===== src/rtl/encoder_pkg.sv =====
// Shared types and width helpers for the sequential priority encoder.
package encoder_pkg;

  typedef enum logic [1:0] {
    IDLE = 2'd0,
    SCAN = 2'd1,
    DONE = 2'd2
  } state_e;

  // Smallest r with 2^r >= v.
  function automatic int unsigned clog2(input int unsigned v);
    int unsigned r;
    r = 0;
    for (int i = 0; i < 32; i++) begin
      if ((64'(1) << i) < 64'(v)) r = 32'(i + 1);
    end
    return r;
  endfunction

  // Index width that never collapses to zero bits.
  function automatic int unsigned idx_bits(input int unsigned n);
    return (clog2(n) < 1) ? 1 : clog2(n);
  endfunction

  function automatic int unsigned in_bits_of(input int unsigned out_bits);
    return 32'(1) << out_bits;
  endfunction

  function automatic int unsigned num_segs_of(input int unsigned out_bits,
                                              input int unsigned seg_bits);
    return in_bits_of(out_bits) / seg_bits;
  endfunction

  // Derived constants for the default configuration.
  localparam int unsigned DEFAULT_OUT_BITS = 8;
  localparam int unsigned DEFAULT_SEG_BITS = 32;
  localparam int unsigned IN_BITS  = in_bits_of(DEFAULT_OUT_BITS);
  localparam int unsigned NUM_SEGS = num_segs_of(DEFAULT_OUT_BITS, DEFAULT_SEG_BITS);

endpackage


===== src/rtl/seg_priority_encoder.sv =====
// Combinational lowest-set-bit encoder for one scan segment.
module seg_priority_encoder #(
  parameter int unsigned SEG_BITS = 32,
  parameter int unsigned IDX_BITS = 5
) (
  input  logic [SEG_BITS-1:0] seg,
  output logic [IDX_BITS-1:0] idx,
  output logic                any
);

  // Walk from the top so the lowest set bit wins.
  always_comb begin
    idx = '0;
    for (int i = int'(SEG_BITS) - 1; i >= 0; i--) begin
      if (seg[i]) idx = IDX_BITS'(i);
    end
  end

  assign any = |seg;

endmodule


===== src/rtl/priority_encoder_seq.sv =====
// Multi-cycle lowest-set-bit encoder scanning SEG_BITS bits per cycle.
// Optional multi-hot detection: define PRIORITY_ENCODER_SEQ_ONEHOT_CHECK_EN.
module priority_encoder_seq
  import encoder_pkg::*;
#(
  parameter int unsigned OUT_BITS = 8,
  parameter int unsigned SEG_BITS = 32
) (
  input  logic                              clk,
  input  logic                              rst_n,
  input  logic                              in_valid,
  output logic                              in_ready,
  input  logic [in_bits_of(OUT_BITS)-1:0]   input_bits,
  output logic                              out_valid,
  input  logic                              out_ready,
  output logic [OUT_BITS-1:0]               output_bits,
  output logic                              out_zero,
  output logic                              out_multi
);

  localparam int unsigned IN_BITS  = in_bits_of(OUT_BITS);
  localparam int unsigned NUM_SEGS = IN_BITS / SEG_BITS;
  localparam int unsigned SIW      = idx_bits(NUM_SEGS);
  localparam int unsigned LW       = idx_bits(SEG_BITS);

  state_e state_q, state_d;

  logic [NUM_SEGS-1:0][SEG_BITS-1:0] vec_q;
  logic [SIW-1:0]      seg_idx_q;
  logic [SEG_BITS-1:0] seg_c;
  logic [LW-1:0]       local_idx;
  logic                seg_any;
  logic                last_seg;
  logic [OUT_BITS-1:0] hit_idx;

  logic in_ready_d, out_valid_d;
  logic load_vec, advance, finish_hit, finish_zero;

  // Segment mux over the latched vector feeds the single encoder instance.
  assign seg_c    = vec_q[seg_idx_q];
  assign last_seg = (seg_idx_q == SIW'(NUM_SEGS - 1));

  seg_priority_encoder #(
    .SEG_BITS (SEG_BITS),
    .IDX_BITS (LW)
  ) u_seg_enc (
    .seg (seg_c),
    .idx (local_idx),
    .any (seg_any)
  );

  // Index is the segment number concatenated with the in-segment offset.
  generate
    if (NUM_SEGS == 1) begin : g_one_seg
      assign hit_idx = OUT_BITS'(local_idx);
    end else if (SEG_BITS == 1) begin : g_bit_seg
      assign hit_idx = OUT_BITS'(seg_idx_q);
    end else begin : g_concat
      assign hit_idx = {seg_idx_q, local_idx};
    end
  endgenerate

  // State register.
  always_ff @(posedge clk or negedge rst_n) begin
    if (!rst_n) state_q <= IDLE;
    else        state_q <= state_d;
  end

  // Next-state logic with early exit on the first nonzero segment.
  always_comb begin
    state_d = state_q;
    case (state_q)
      IDLE:    if (in_valid) state_d = SCAN;
      SCAN:    if (seg_any || last_seg) state_d = DONE;
      DONE:    if (out_ready) state_d = IDLE;
      default: state_d = IDLE;
    endcase
  end

  // Control decode; handshake outputs are registered from the next state.
  always_comb begin
    in_ready_d  = (state_d == IDLE);
    out_valid_d = (state_d == DONE);
    load_vec    = 1'b0;
    advance     = 1'b0;
    finish_hit  = 1'b0;
    finish_zero = 1'b0;
    if (state_q == IDLE) begin
      load_vec = in_valid;
    end
    if (state_q == SCAN) begin
      finish_hit  = seg_any;
      finish_zero = !seg_any && last_seg;
      advance     = !seg_any && !last_seg;
    end
  end

  // Datapath and registered outputs.
  always_ff @(posedge clk or negedge rst_n) begin
    if (!rst_n) begin
      vec_q       <= '0;
      seg_idx_q   <= '0;
      output_bits <= '0;
      out_zero    <= 1'b0;
      in_ready    <= 1'b1;
      out_valid   <= 1'b0;
    end else begin
      in_ready  <= in_ready_d;
      out_valid <= out_valid_d;
      if (load_vec) begin
        vec_q     <= input_bits;
        seg_idx_q <= '0;
      end else if (advance) begin
        seg_idx_q <= seg_idx_q + SIW'(1);
      end
      if (finish_hit) begin
        output_bits <= hit_idx;
        out_zero    <= 1'b0;
      end else if (finish_zero) begin
        output_bits <= '0;
        out_zero    <= 1'b1;
      end
    end
  end

`ifdef PRIORITY_ENCODER_SEQ_ONEHOT_CHECK_EN
  logic [IN_BITS-1:0] dec_c;
  assign dec_c = input_bits - IN_BITS'(1);

  // Multi-hot flag captured over the full vector at the accepting edge.
  always_ff @(posedge clk or negedge rst_n) begin
    if (!rst_n)        out_multi <= 1'b0;
    else if (load_vec) out_multi <= |(input_bits & dec_c);
  end
`else
  assign out_multi = 1'b0;
`endif

endmodule


===== config.mk =====
export PLATFORM = sky130hd
export DESIGN_NAME = priority_encoder_seq
export DESIGN_NICKNAME = d
export VERILOG_FILES = /design/src/rtl/encoder_pkg.sv /design/src/rtl/seg_priority_encoder.sv /design/src/rtl/priority_encoder_seq.sv
export SDC_FILE = /design/constraint.sdc
export NUM_CORES = 1
export LEC_CHECK = 0
export CAP_MARGIN = 30
export CORE_MARGIN = 4
export CORE_UTILIZATION = 47
export CTS_CLUSTER_SIZE = 20
export DETAILED_ROUTE_END_ITERATION = 6
export GPL_TIMING_DRIVEN = 0
export PLACE_DENSITY = 0.86
export SLEW_MARGIN = 40
export SYNTH_ARGS = -nofsm -noshare
export SYNTH_HDL_FRONTEND = slang
export SYNTH_SLANG_ARGS = --single-unit

===== constraint.sdc =====
create_clock -name clk -period 2.6 [get_ports clk]
set_clock_uncertainty 0.05 [all_clocks]
set_input_delay 0.52 -clock clk [delete_from_list [all_inputs] [get_ports clk]]
set_output_delay 0.52 -clock clk [all_outputs]
set_load 0.01 [all_outputs]

# ---- After elaboration in Yosys (flattened, before gate mapping)
# Cells that the tools add are included.
dict set report totals {
  register_bits 272
  elab_cells 78
  out_inout_bits 12
  input_bits 260
}
dict set report op_classes {
  n_reduce_logical 10
  n_lt_le_gt_ge 1
  mux 48
  n_eq_ne 4
  add_sub_neg 1
}
# op n
set op_table {}
lappend op_table {{5-bit 2-to-1 mux} 32}
lappend op_table {{32-bit binary-select mux with 3-bit select} 1}
lappend op_table {{32-bit 2-to-1 mux} 1}
lappend op_table {{32-bit OR reduction} 1}
lappend op_table {{8-bit 2-to-1 mux} 2}
lappend op_table {{1-bit 2-to-1 mux} 6}
lappend op_table {{2-bit 2-to-1 mux} 3}
lappend op_table {{3-bit 2-to-1 mux} 2}
lappend op_table {{2-bit case mux with 3 select lines} 1}
lappend op_table {{2-bit equality test (second input constant)} 2}
lappend op_table {{2-bit logical NOT} 2}
lappend op_table {{3-bit by 4-bit less-than comparator with 1-bit output (second input constant)} 1}
lappend op_table {{2-bit nonzero test} 2}
lappend op_table {{3-bit by 1-bit adder with 3-bit output (second input constant)} 1}
lappend op_table {{3-bit equality test (second input constant)} 1}
lappend op_table {{2-bit by 1-bit equality test with 1-bit output (second input constant)} 1}
lappend op_table {{1-bit logical AND} 2}
lappend op_table {{1-bit logical NOT} 2}
lappend op_table {{1-bit logical OR} 1}

# ---- Logic depth before layout (Yosys ltp)
# Gate-level depths: netlist (run 1).
dict set report logic_depth {
  word_depth 35
  depth_mapped 13
  mapped_depth_nobuf 8
}

# ---- Cells and area by module
# Synthesis (run 1) repeated with hierarchy kept, for this count alone.
dict set report unflattened {
  cells_unflattened 769
  hier_area_um2 12434.4
}
# mod instances cells_per_inst area_each_um2 seq_area_each_um2
set modules_own_cells {}
lappend modules_own_cells {priority_encoder_seq 1 704 12049.1 6807.8}
lappend modules_own_cells {seg_priority_encoder 1 65 385.4 0.0}

# ---- Least setup slack after synthesis (run 1)
# OpenSTA, ideal clock, no wires.
dict set report synth_path {
  kind {flip-flop to flip-flop}
  from {reg seg_idx_q[0]}
  to {reg output_bits[0]}
  synth_period_minus_slack_ns 2.774
  path_buffers 3
  arrival_ns 2.603
  setup_time_ns 0.120
  required_time_ns 2.430
  path_stages_with_launch 10
  path_slack_ns -0.174
  path_cell_list {dfrtp_1 -> buf_6 -> buf_8 -> buf_6 -> mux4_2 -> a311oi_1 -> o21ai_1 -> o21bai_1 -> or4_1 -> a41o_1}
}
dict set report synth_via {
  elab_chain_len 35
  elab_cells_between_ends 42
  classes_between {eq/ne (1); mux (37); reduce/logical (4)}
}
# item line_no
set synth_lines {}
lappend synth_lines {{start, declared} priority_encoder_seq.sv:29} ;# logic [SIW-1:0] seg_idx_q;
lappend synth_lines {{start signal, assigned} priority_encoder_seq.sv:114} ;# seg_idx_q <= seg_idx_q + SIW'(1);
lappend synth_lines {{32-bit binary-select mux with 3-bit select} priority_encoder_seq.sv:40} ;# assign seg_c = vec_q[seg_idx_q];
lappend synth_lines {{32-bit 2-to-1 mux (not written as such)} priority_encoder_seq.sv:40}
lappend synth_lines {{5-bit 2-to-1 mux (32 in a row)} seg_priority_encoder.sv:15} ;# if (seg[i]) idx = IDX_BITS'(i);
lappend synth_lines {{8-bit 2-to-1 mux} priority_encoder_seq.sv:116} ;# if (finish_hit) begin
lappend synth_lines {{end signal, assigned} priority_encoder_seq.sv:117} ;# output_bits <= hit_idx;
lappend synth_lines {{end, declared} priority_encoder_seq.sv:16} ;# output logic [OUT_BITS-1:0] output_bits,
# Several ways; a longest one is shown, not always the timed one. The select of a mux whose other input is x is not followed.
# A chain may end at the register's enable or synchronous reset.

# ---- Final worst setup path (run 1)
dict set report layout_path {
  from {reg seg_idx_q[0]}
  to {reg output_bits[5]}
}
dict set report layout_via {
  elab_chain_len 7
  elab_cells_between_ends 10
  classes_between {eq/ne (1); mux (5); reduce/logical (4)}
}
# item line_no
set layout_lines {}
lappend layout_lines {{32-bit binary-select mux with 3-bit select} priority_encoder_seq.sv:40}
lappend layout_lines {{32-bit 2-to-1 mux (not written as such)} priority_encoder_seq.sv:40}
lappend layout_lines {{32-bit OR reduction} seg_priority_encoder.sv:19} ;# assign any = |seg;
lappend layout_lines {{1-bit logical NOT} priority_encoder_seq.sv:93} ;# finish_zero = !seg_any && last_seg;
lappend layout_lines {{1-bit logical AND} priority_encoder_seq.sv:93}
lappend layout_lines {{1-bit 2-to-1 mux} priority_encoder_seq.sv:91} ;# if (state_q == SCAN) begin
lappend layout_lines {{2-bit nonzero test (no source line)} -}
# Several ways; a longest one is shown, not always the timed one. The select of a mux whose other input is x is not followed.

==> results of run 1 <==
## logic make-up after synthesis
logic type	Yosys count	synth area share
buffers and inverters	97	0.04139
AO/OA/AOI/OAI	85	0.04557
multiplexers	102	0.1185
adder cells (fa/ha/maj)	2	0.001860
other	1	0.0002788
AND/OR/NAND/NOR	959	0.2864
flip-flops	272	0.5060
## layout by cell type (no fill, tap or decap), types with 4 or more instances in the layout
| cell | n |
|---|---|
| nand2_1 | 812 |
| a22oi_1 | 7 |
| nor3b_1 | 6 |
| a31oi_1 | 5 |
| nor3_2 | 4 |
| buf_12 | 19 |
| mux4_2 | 43 |
| a211oi_1 | 7 |
| buf_16 | 7 |
| nor2b_1 | 5 |
| mux2i_4 | 20 |
| and2_1 | 5 |
| nor3_1 | 21 |
| inv_1 | 4 |
| buf_2 | 4 |
| mux2_2 | 9 |
| nor2_1 | 43 |
| a21oi_1 | 9 |
| dfrtp_1 | 270 |
| nor2_4 | 4 |
| o21ai_0 | 11 |
| nand3_1 | 17 |
| clkbuf_8 | 7 |
| mux2i_2 | 8 |
| clkbuf_1 | 62 |
| mux2i_1 | 21 |
| clkdlybuf4s50_1 | 269 |
| buf_6 | 12 |
| clkbuf_16 | 29 |
| buf_4 | 34 |
| nand2b_1 | 5 |
## metrics by stage
step / cell area, sq um / cells / util / setup slack, ns / hold slack [ns]
after floorplan: 13460 / 1518 / - / -0.1265 / 0.1744
after detailed placement: 16720 / 2169 / 0.5970 / -1.039 / 0.4086
after global placement: 16630 / 2166 / 0.5938 / -10.26 / 0.4007
after CTS: 18530 / 2251 / 0.6614 / -0.4817 / 0.4233
final: 18870 / 2265 / 0.6737 / -0.5044 / 0.4155
after global routing: 18860 / 2263 / 0.6735 / -0.5694 / 0.4308
## layout make-up
type,instances,area share
Multi-Input combinational cell,1149,0.3558
Timing Repair Buffer,317,0.1748
Clock inverter,6,0.002122
Antenna cell,2,0.0002652
Sequential cell,272,0.3609
Buffer,91,0.03461
Clock buffer,44,0.04516
Inverter,6,0.001326
Tap cell,378,0.02506
## power by group through the flow
stage	combinational [mW]	clock [mW]	sequential [mW]
finish	7.17	3.98	8.00
global placement	5.90	0	7.63
global route	7.87	4.18	8.13
CTS	6.76	3.98	7.82
floorplan	4.15	0	7.14
detailed placement	6.16	0	7.72
## metal layers
metal	routed length, microns	global-route usage	share of wire	vias to the layer above
met5	13	0	0.00026	-
met4	2466	0.1299	0.050	2
met3	5846	0.07221	0.12	201
met2	23090	0.5059	0.46	890
met1	18360	0.3992	0.37	6294
li1	-	-	-	5663
## timing repair
item                       CTS  global route
setup buffers               28            12
setup endpoints to repair   16            16
hold endpoints to repair    51             0
hold buffers                 1             0
gates cloned                 3             0
pin swaps                   24            14
gates resized for setup    121            49
## path summary, 6_finish.rpt
check,startpoint,to,slack [ns],cells past startpoint
worst min-delay path,rst_n,vec_q[190],0.42,2
max in group asynchronous,rst_n,vec_q[81],0.98,4
worst max-delay path,seg_idx_q[0],output_bits[5],-0.50,14
worst max register to register,seg_idx_q[0],output_bits[5],-0.50,14
min in group clk,vec_q[219],vec_q[219],0.42,2
worst min register to register,vec_q[219],vec_q[219],0.42,2
## state kept, by name, summed over array words and instances, names as in the netlist
| signal | flops |
|---|---|
| seg_idx_q | 3 |
| output_bits | 8 |
| in_ready | 1 |
| out_valid | 1 |
| out_zero | 1 |
| state_q | 2 |
| vec_q | 256 |
==> flow_summary.ini, run 1 <==
[routing]
vias = 13050
drtAntennaViolNets = 0
drt-initial-drc-count = 1407
dr.pass1.iters = 6
viasPerCell = 5.762
route.detailed.drc = 0
drt-total-wl_mm = 49.78
wl_per_cell_microns = 21.98

[power]
p_leak_nw = 8.723
switching_share = 0.3961
total_power_mw = 19.14
ir_worst_vdd_v = 0.0005114
cellPowerDensity_nw_per_um2 = 1015
power_frac_seq = 0.418
p_int_mw = 11.56
power_frac_clock = 0.208
netSwitchingPower_mw = 7.584
comb_power_share = 0.375

[final_layout]
area_delta_synth_final_pct = 40.26
drive_gt1_frac = 0.1401
multi_input_area_sq_um = 6714
seq_area_sq_um = 6809
nFillCells = 2065
nets = 2128

[timing]
final_hold_viol_count = 0
max_slew.worst_pin.slew_ns = 0.9549
slew_violations = 0
fin_crit_sh = 1.194
period_minus_slack_ns = 3.104
relSlewSlack = 0.3634
setup_tns_ns = -7.368
max_freq_ghz = 0.3221
rsz0062_at_grt = true
setup-violations-final = 16
setup_ws_ns = -0.5044

[die]
design.core.area_sq_um = 28010
die_x_microns = 177.2
die_area_sq_um = 31390
initial_core_util = 0.4803
rows = 61
pin_count = 272
die_h_microns = 177.2

[clock_tree]
tritoncts = yes
cts_sinks = 272
cts_made_buffers = 29
htree_levels = 1
root_buffer = clkbuf_16
clkLatencyLatePin_ns = 0.57
clock_path_buffers = 3
clkSlewWorstSetupHoldPaths_ns = 0.06

[critical_path]
worstPathMaxFanout = 6
path_delay_family = buffers and inverters
crit_path_max_incr_delay_ns = 0.51
crit_chain = buf_12 > buf_12 > buf_12 > buf_12 > nor3_4 > a21oi_2 > mux4_2 > nor4_4 > nand4_2 > buf_6 > o31ai_4 > buf_6 > buf_12 > a22o_1
cp_common_cell = buf_12
start_kind = flip-flop
cp_slowest_cell = mux4_2
crit_buf_inv = 7
endpoint_kind = flip-flop
crit_type = flip-flop to flip-flop
required_ns = 3.04
worstPathArrival_ns = 3.55

[synth]
yosysUniqueCellTypes = 70
yosysWarnings = 0
yosys.area.top_type_share = 0.5041
synth-async-reset-ratio = 1.000
synth_edf_count = 0
netlist_area_sq_um = 13450
syn_area_per_cell_sq_um = 8.862
synth_ff_type = dfrtp_1
synthTopCellsByArea = dfrtp_1, nand2_1, mux4_2, mux2i_1, clkbuf_1
synth_cells = 1518
synthTopCellsByCount = nand2_1, dfrtp_1, clkbuf_1
ys_seq_elements = 272
seq_area_frac_synth = 0.5060
yosysTopAreaCell = dfrtp_1
syn_nets = 1780
yosysMostFrequentCell = nand2_1

[global_routing]
grt_max_degree = 78
grt_usage = 0.3095
grt-ovfl-total = 0
grt_pass1_wl_mm = 74.57
grt_antenna_before_repair = 2
grt_pass1_vias = 13350

[worst_hold_path]
hold_class = primary input to async pin

[job]
drv_cap = 0

[placement]
place_congestion = 0.9514
hpwl_mm = 35.09
port_buffers = 270

[outcome]
violations = negative setup slack
status = finished, violations left
No activity file was read; power rests on OpenSTA's default activity.
==> run 2, diff against run 1 <==
--- a/config.mk
+++ b/config.mk
@@ -8,11 +8,10 @@
 export CAP_MARGIN = 30
 export CORE_MARGIN = 4
 export CORE_UTILIZATION = 47
-export CTS_CLUSTER_SIZE = 20
 export DETAILED_ROUTE_END_ITERATION = 6
 export GPL_TIMING_DRIVEN = 0
 export PLACE_DENSITY = 0.86
-export SLEW_MARGIN = 40
+export SLEW_MARGIN = 30
 export SYNTH_ARGS = -nofsm -noshare
 export SYNTH_HDL_FRONTEND = slang
 export SYNTH_SLANG_ARGS = --single-unit
==> run 2 against run 1 <==
The run still ends with negative setup slack left; sequential cell count is the same; global-route usage shrank 0.34 points; design area shrank 1.5%; setup slack lost 0.016 ns; combinational power shrank 2%; total power shrank 0.18%; final cell count shrank 0.62%; critical path type unchanged; critical endpoint is now seg_idx_q[0].
==> flow_summary.ini, run 2 (synthesis gave the netlist of run 1 again) <==
[outcome]
status = finished, violations left
violations = negative setup slack

[critical_path]
worstPathArrival_ns = 3.53
endpoint_kind = flip-flop
crit_chain = buf_2 > nor2b_2 > buf_2 > nand3_1 > o2111a_2 > nor4_4 > nand4_4 > or3_4 > nor2_4 > mux2i_1
worstPathMaxFanout = 10
crit_type = flip-flop to flip-flop
start_kind = flip-flop
crit_buf_inv = 2
path_delay_family = simple AND/OR/NAND/NOR gates
cp_slowest_cell = or3_4
required_ns = 3.01
cp_common_cell = buf_2
crit_path_max_incr_delay_ns = 0.43

[final_layout]
nets = 2110
layout_common_cells = nand2_1, dfrtp_1, clkdlybuf4s50_1
layout_commonest_cell = nand2_1
fin_area_sq_um = 18590
nFillCells = 2138
seq_area_sq_um = 6809
regMostFlops = vec_q
reg_top3 = vec_q (256), output_bits (8), seg_idx_q (3)
drive_gt1_frac = 0.1246
largest_reg_flops = 256
area_delta_synth_final_pct = 38.22
multi_input_area_sq_um = 6591

[clock_tree]
clkLatencyLatePin_ns = 0.56
htree_levels = 1
tritoncts = yes
cts_made_buffers = 28
clock_path_buffers = 3
root_buffer = clkbuf_16
clkSlewWorstSetupHoldPaths_ns = 0.06
cts_sinks = 272

[routing]
wl_per_cell_microns = 21.78
vias = 12980
dr.pass1.iters = 5
drtAntennaViolNets = 0
viasPerCell = 5.765
route.detailed.drc = 0
drt-initial-drc-count = 1287
drt-total-wl_mm = 49.03

[timing]
setup_ws_ns = -0.5201
setup-violations-final = 16
slew_violations = 0
max_freq_ghz = 0.3205
rsz0062_at_grt = true
period_minus_slack_ns = 3.120
relSlewSlack = 0.4183
final_hold_viol_count = 0
fin_crit_sh = 1.200
max_slew.worst_pin.slew_ns = 0.8725
setup_tns_ns = -6.462

[power]
netSwitchingPower_mw = 7.485
p_leak_nw = 8.615
cellPowerDensity_nw_per_um2 = 1028
power_frac_seq = 0.415
total_power_mw = 19.11
p_int_mw = 11.62
comb_power_share = 0.366
ir_worst_vdd_v = 0.0006174
switching_share = 0.3917
power_frac_clock = 0.219

[die]
pin_count = 272
initial_core_util = 0.4803
rows = 61
die_h_microns = 177.2
die_x_microns = 177.2
die_area_sq_um = 31390
design.core.area_sq_um = 28010

[placement]
port_buffers = 270
hpwl_mm = 35.10
post_dp_cell_area_sq_um = 16720
place_congestion = 0.9514

[worst_hold_path]
hold_class = primary input to async pin

[global_routing]
grt_antenna_before_repair = 5
grt_max_degree = 92
grt_usage = 0.3060
grt_pass1_wl_mm = 73.86
grt-ovfl-total = 0
grt_pass1_vias = 13240

[job]
drv_cap = 0
[run 2: worst paths after layout]
check	startpoint	endpoint	slack, ns	cells past startpoint
max in group asynchronous	rst_n	vec_q[49]	1.03	4
worst max-delay path	seg_idx_q[1]	seg_idx_q[0]	-0.52	10
min in group clk	vec_q[209]	vec_q[209]	0.42	2
worst min-delay path	rst_n	vec_q[160]	0.35	2
worst min register to register	vec_q[209]	vec_q[209]	0.42	2
worst max register to register	seg_idx_q[1]	seg_idx_q[0]	-0.52	10
[run 2: worst reg2reg max path: stages (launching register included)]
cell,delay (ns)
dfrtp_1,0.39
buf_2,0.22
nor2b_2,0.31
buf_2,0.39
nand3_1,0.13
o2111a_2,0.19
nor4_4,0.39
nand4_4,0.18
or3_4,0.43
nor2_4,0.14
mux2i_1,0.21
[run 2: layout make-up]
class | count | area share
sequential | 272 | 0.3662
inverter | 6 | 0.001346
antenna | 3 | 0.0004037
buffer | 91 | 0.03486
tap | 378 | 0.02544
clock buffer | 42 | 0.04327
clock inverter | 10 | 0.007402
multi-input combinational | 1149 | 0.3545
timing repair buffer | 300 | 0.1666
[run 2: power groups by stage]
stage	Clock [mW]	Combinational, mW	Sequential (mW)
2_1_floorplan	0	4.15	7.14
3_3_place_gp	0	5.90	7.63
3_5_place_dp	0	6.17	7.71
4_1_cts	4.18	6.76	7.80
5_1_grt	4.37	7.68	8.04
6_report	4.18	7.00	7.93
[run 2: what timing repair did]
action,CTS,global route
setup endpoints to repair,16,17
hold buffers,1,0
pin swaps,12,7
setup buffers,21,4
gates resized for setup,110,26
endpoints found under the hold margin,26,0
cloned,3,0
[run 2: metrics by stage]
step	util	worst slack (ns)	instances	hold WS, ns
3_3_place_gp	0.5938	-10.26	2166	0.4007
3_5_place_dp	0.5969	-1.089	2169	0.3331
4_1_cts	0.6588	-0.4193	2246	0.3514
5_1_grt	0.6636	-0.5905	2249	0.3700
6_report	0.6638	-0.5201	2251	0.3504
2_1_floorplan	-	-0.1265	1518	0.1744
[run 2: routing by layer]
layer,part of all wire,track usage,vias to the layer above
met5,0.00027,0,-
met4,0.047,0.1209,2
met3,0.11,0.06665,171
met2,0.47,0.5002,889
met1,0.37,0.4015,6287
li1,-,-,5629
==> run 3, diff against run 2 <==
--- a/config.mk
+++ b/config.mk
@@ -7,10 +7,10 @@
 export LEC_CHECK = 0
 export CAP_MARGIN = 30
 export CORE_MARGIN = 4
-export CORE_UTILIZATION = 47
+export CORE_UTILIZATION = 52
 export DETAILED_ROUTE_END_ITERATION = 6
 export GPL_TIMING_DRIVEN = 0
-export PLACE_DENSITY = 0.86
+export PLACE_DENSITY = 0.9
 export SLEW_MARGIN = 30
 export SYNTH_ARGS = -nofsm -noshare
 export SYNTH_HDL_FRONTEND = slang
==> constraint.sdc (replaced) <==
create_clock -name clk -period 3.24 [get_ports clk]
set_clock_uncertainty 0.05 [all_clocks]
set_input_delay 0.648 -clock clk [delete_from_list [all_inputs] [get_ports clk]]
set_output_delay 0.648 -clock clk [all_outputs]
set_load 0.01 [all_outputs]
==> run 3 against run 2 <==
The flow now finishes without violations; design area shrank 1.6%; non-clock buffer count shrank 8; wire length shrank 1.2%; first-iteration DRC count grew 45%; highest routed layer is now met4.
==> flow_summary.ini, run 3 (synthesis gave the netlist of run 1 again) <==
[clock_tree]
clkLatencyLatePin_ns = 0.56
clkSlewWorstSetupHoldPaths_ns = 0.07
cts_made_buffers = 29
htree_levels = 1
cts_sinks = 272
tritoncts = yes
root_buffer = clkbuf_16
clock_path_buffers = 3

[die]
rows = 58
design.core.area_sq_um = 25330
pin_count = 272
die_x_microns = 168.8
die_area_sq_um = 28510
initial_core_util = 0.5312
die_h_microns = 168.8

[critical_path]
cp_common_cell = buf_8
required_ns = 3.64
crit_chain = buf_12 > buf_8 > buf_8 > buf_8 > buf_4 > mux4_2 > nand2_1 > nand4b_1 > a31oi_1 > o21ai_0 > a32o_1
reg2reg_to = output_bits[1]
crit_path_max_incr_delay_ns = 0.57
crit_buf_inv = 5
start_kind = flip-flop
r2r_setup_slack_ns = 0.03
rr_worst_depth = 11
crit_type = flip-flop to flip-flop
cp_slowest_cell = mux4_2
r2r_start = seg_idx_q[0]
worstPathArrival_ns = 3.61
endpoint_kind = flip-flop
path_delay_family = buffers and inverters
worstPathMaxFanout = 10

[timing]
setup_ws_ns = 0.03067
final_hold_viol_count = 0
relSlewSlack = 0.3496
max_freq_ghz = 0.3116
slew_violations = 0
period_minus_slack_ns = 3.209
rsz0062_at_grt = true
fin_crit_sh = 0.9905
max_slew.worst_pin.slew_ns = 0.9756
finalHoldWorstSlack_ns = 0.4260
setup-violations-final = 0

[routing]
vias = 13060
drtAntennaViolNets = 0
drt-initial-drc-count = 1861
drt-total-wl_mm = 48.44
dr.pass1.iters = 6
wl_per_cell_microns = 22.07
route.detailed.drc = 0
viasPerCell = 5.951

[placement]
port_buffers = 270
place_congestion = 0.9400
place_ws_ns = -0.4124
hpwl_mm = 34.46
placedCellCount = 2121

[job]
drv_cap = 0

[worst_hold_path]
hold_depth = 2
worstHoldStart = vec_q[31]
hold_end = vec_q[31]
hold_class = flip-flop to flip-flop

[power]
switching_share = 0.3905
cellPowerDensity_nw_per_um2 = 840.2
total_power_mw = 15.37
p_leak_nw = 8.580
comb_power_share = 0.355
ir_worst_vdd_v = 0.0005158
power_frac_clock = 0.232
power_frac_seq = 0.412
p_int_mw = 9.370
netSwitchingPower_mw = 6.003

[global_routing]
grt_antenna_before_repair = 0
grt-ovfl-total = 0
grt_max_degree = 90
grt_pass1_vias = 13280
grt_pass1_wl_mm = 71.89
grt_usage = 0.3235

[final_layout]
drive_gt1_frac = 0.1116
largest_reg_flops = 256
regMostFlops = vec_q
layout_common_cells = nand2_1, dfrtp_1, clkdlybuf4s50_1
layout_commonest_cell = nand2_1
reg_top3 = vec_q (256), output_bits (8), seg_idx_q (3)
final_cells = 2195
nets = 2103
finish.utilization = 0.7225
area_delta_synth_final_pct = 36.01

[outcome]
status = complete, no violations
## run 3: cell type report
cell class                      instances  area (sq um)
Sequential cell                       272          6809
Clock buffer                           33         770.7
Fill cell                            1692          7029
Tap cell                              330         412.9
Buffer                                 91         614.3
Clock inverter                         21         259.0
Inverter                                6         22.52
Multi-Input combinational cell       1149          6412
Antenna cell                            1         2.502
Timing Repair Buffer                  292          2994
## run 3: worst max path at each step
stage            startpoint             end  cells after the start
2_1_floorplan  seg_idx_q[0]  output_bits[0]                      9
3_3_place_gp          rst_n      vec_q[225]                      1
3_5_place_dp   seg_idx_q[0]        in_ready                     13
4_1_cts        seg_idx_q[0]        in_ready                     10
5_1_grt        seg_idx_q[0]    seg_idx_q[1]                     11
6_report       seg_idx_q[0]  output_bits[1]                     11
## run 3: worst register-to-register path: cells and delay by family (launching register included)
family,cells,cell delay [ns]
buf+inv,5,1.06
compound gates,3,0.71
mux,1,0.58
flops,1,0.45
simple gates,2,0.26
## run 3: metrics by stage
stage,TNS (ns),instance area [sq um]
after global routing,-0.01497,18300
after floorplan,0,13450
after global placement,-2616.88,16570
after CTS,0,17820
final,0,18300
after detailed placement,-3.723,16660
## run 3: power by group through the flow
stage,logic [mW],registers (mW),clock network (mW)
2_1_floorplan,3.33,5.73,0
3_3_place_gp,4.71,6.08,0
3_5_place_dp,4.95,6.16,0
4_1_cts,5.10,6.18,3.58
5_1_grt,5.97,6.42,3.71
6_report,5.46,6.34,3.57
## run 3: metal layers
layer / up-vias / wire length, microns / track usage
li1: 5621 / - / -
met1: 6237 / 17620 / 0.4169
met2: 988 / 22970 / 0.5253
met3: 216 / 5409 / 0.07543
met4: 0 / 2445 / 0.1457
met5: - / 0 / 0
## run 3: timing repair
| action | in CTS | in global routing |
|---|---|---|
| cloned | 0 | 1 |
| gates resized for setup | 27 | 59 |
| setup endpoints to repair | 16 | 16 |
| hold buffers | 1 | 0 |
| endpoints found under the hold margin | 41 | 0 |
| setup buffers | 1 | 16 |
| pin swaps | 0 | 11 |
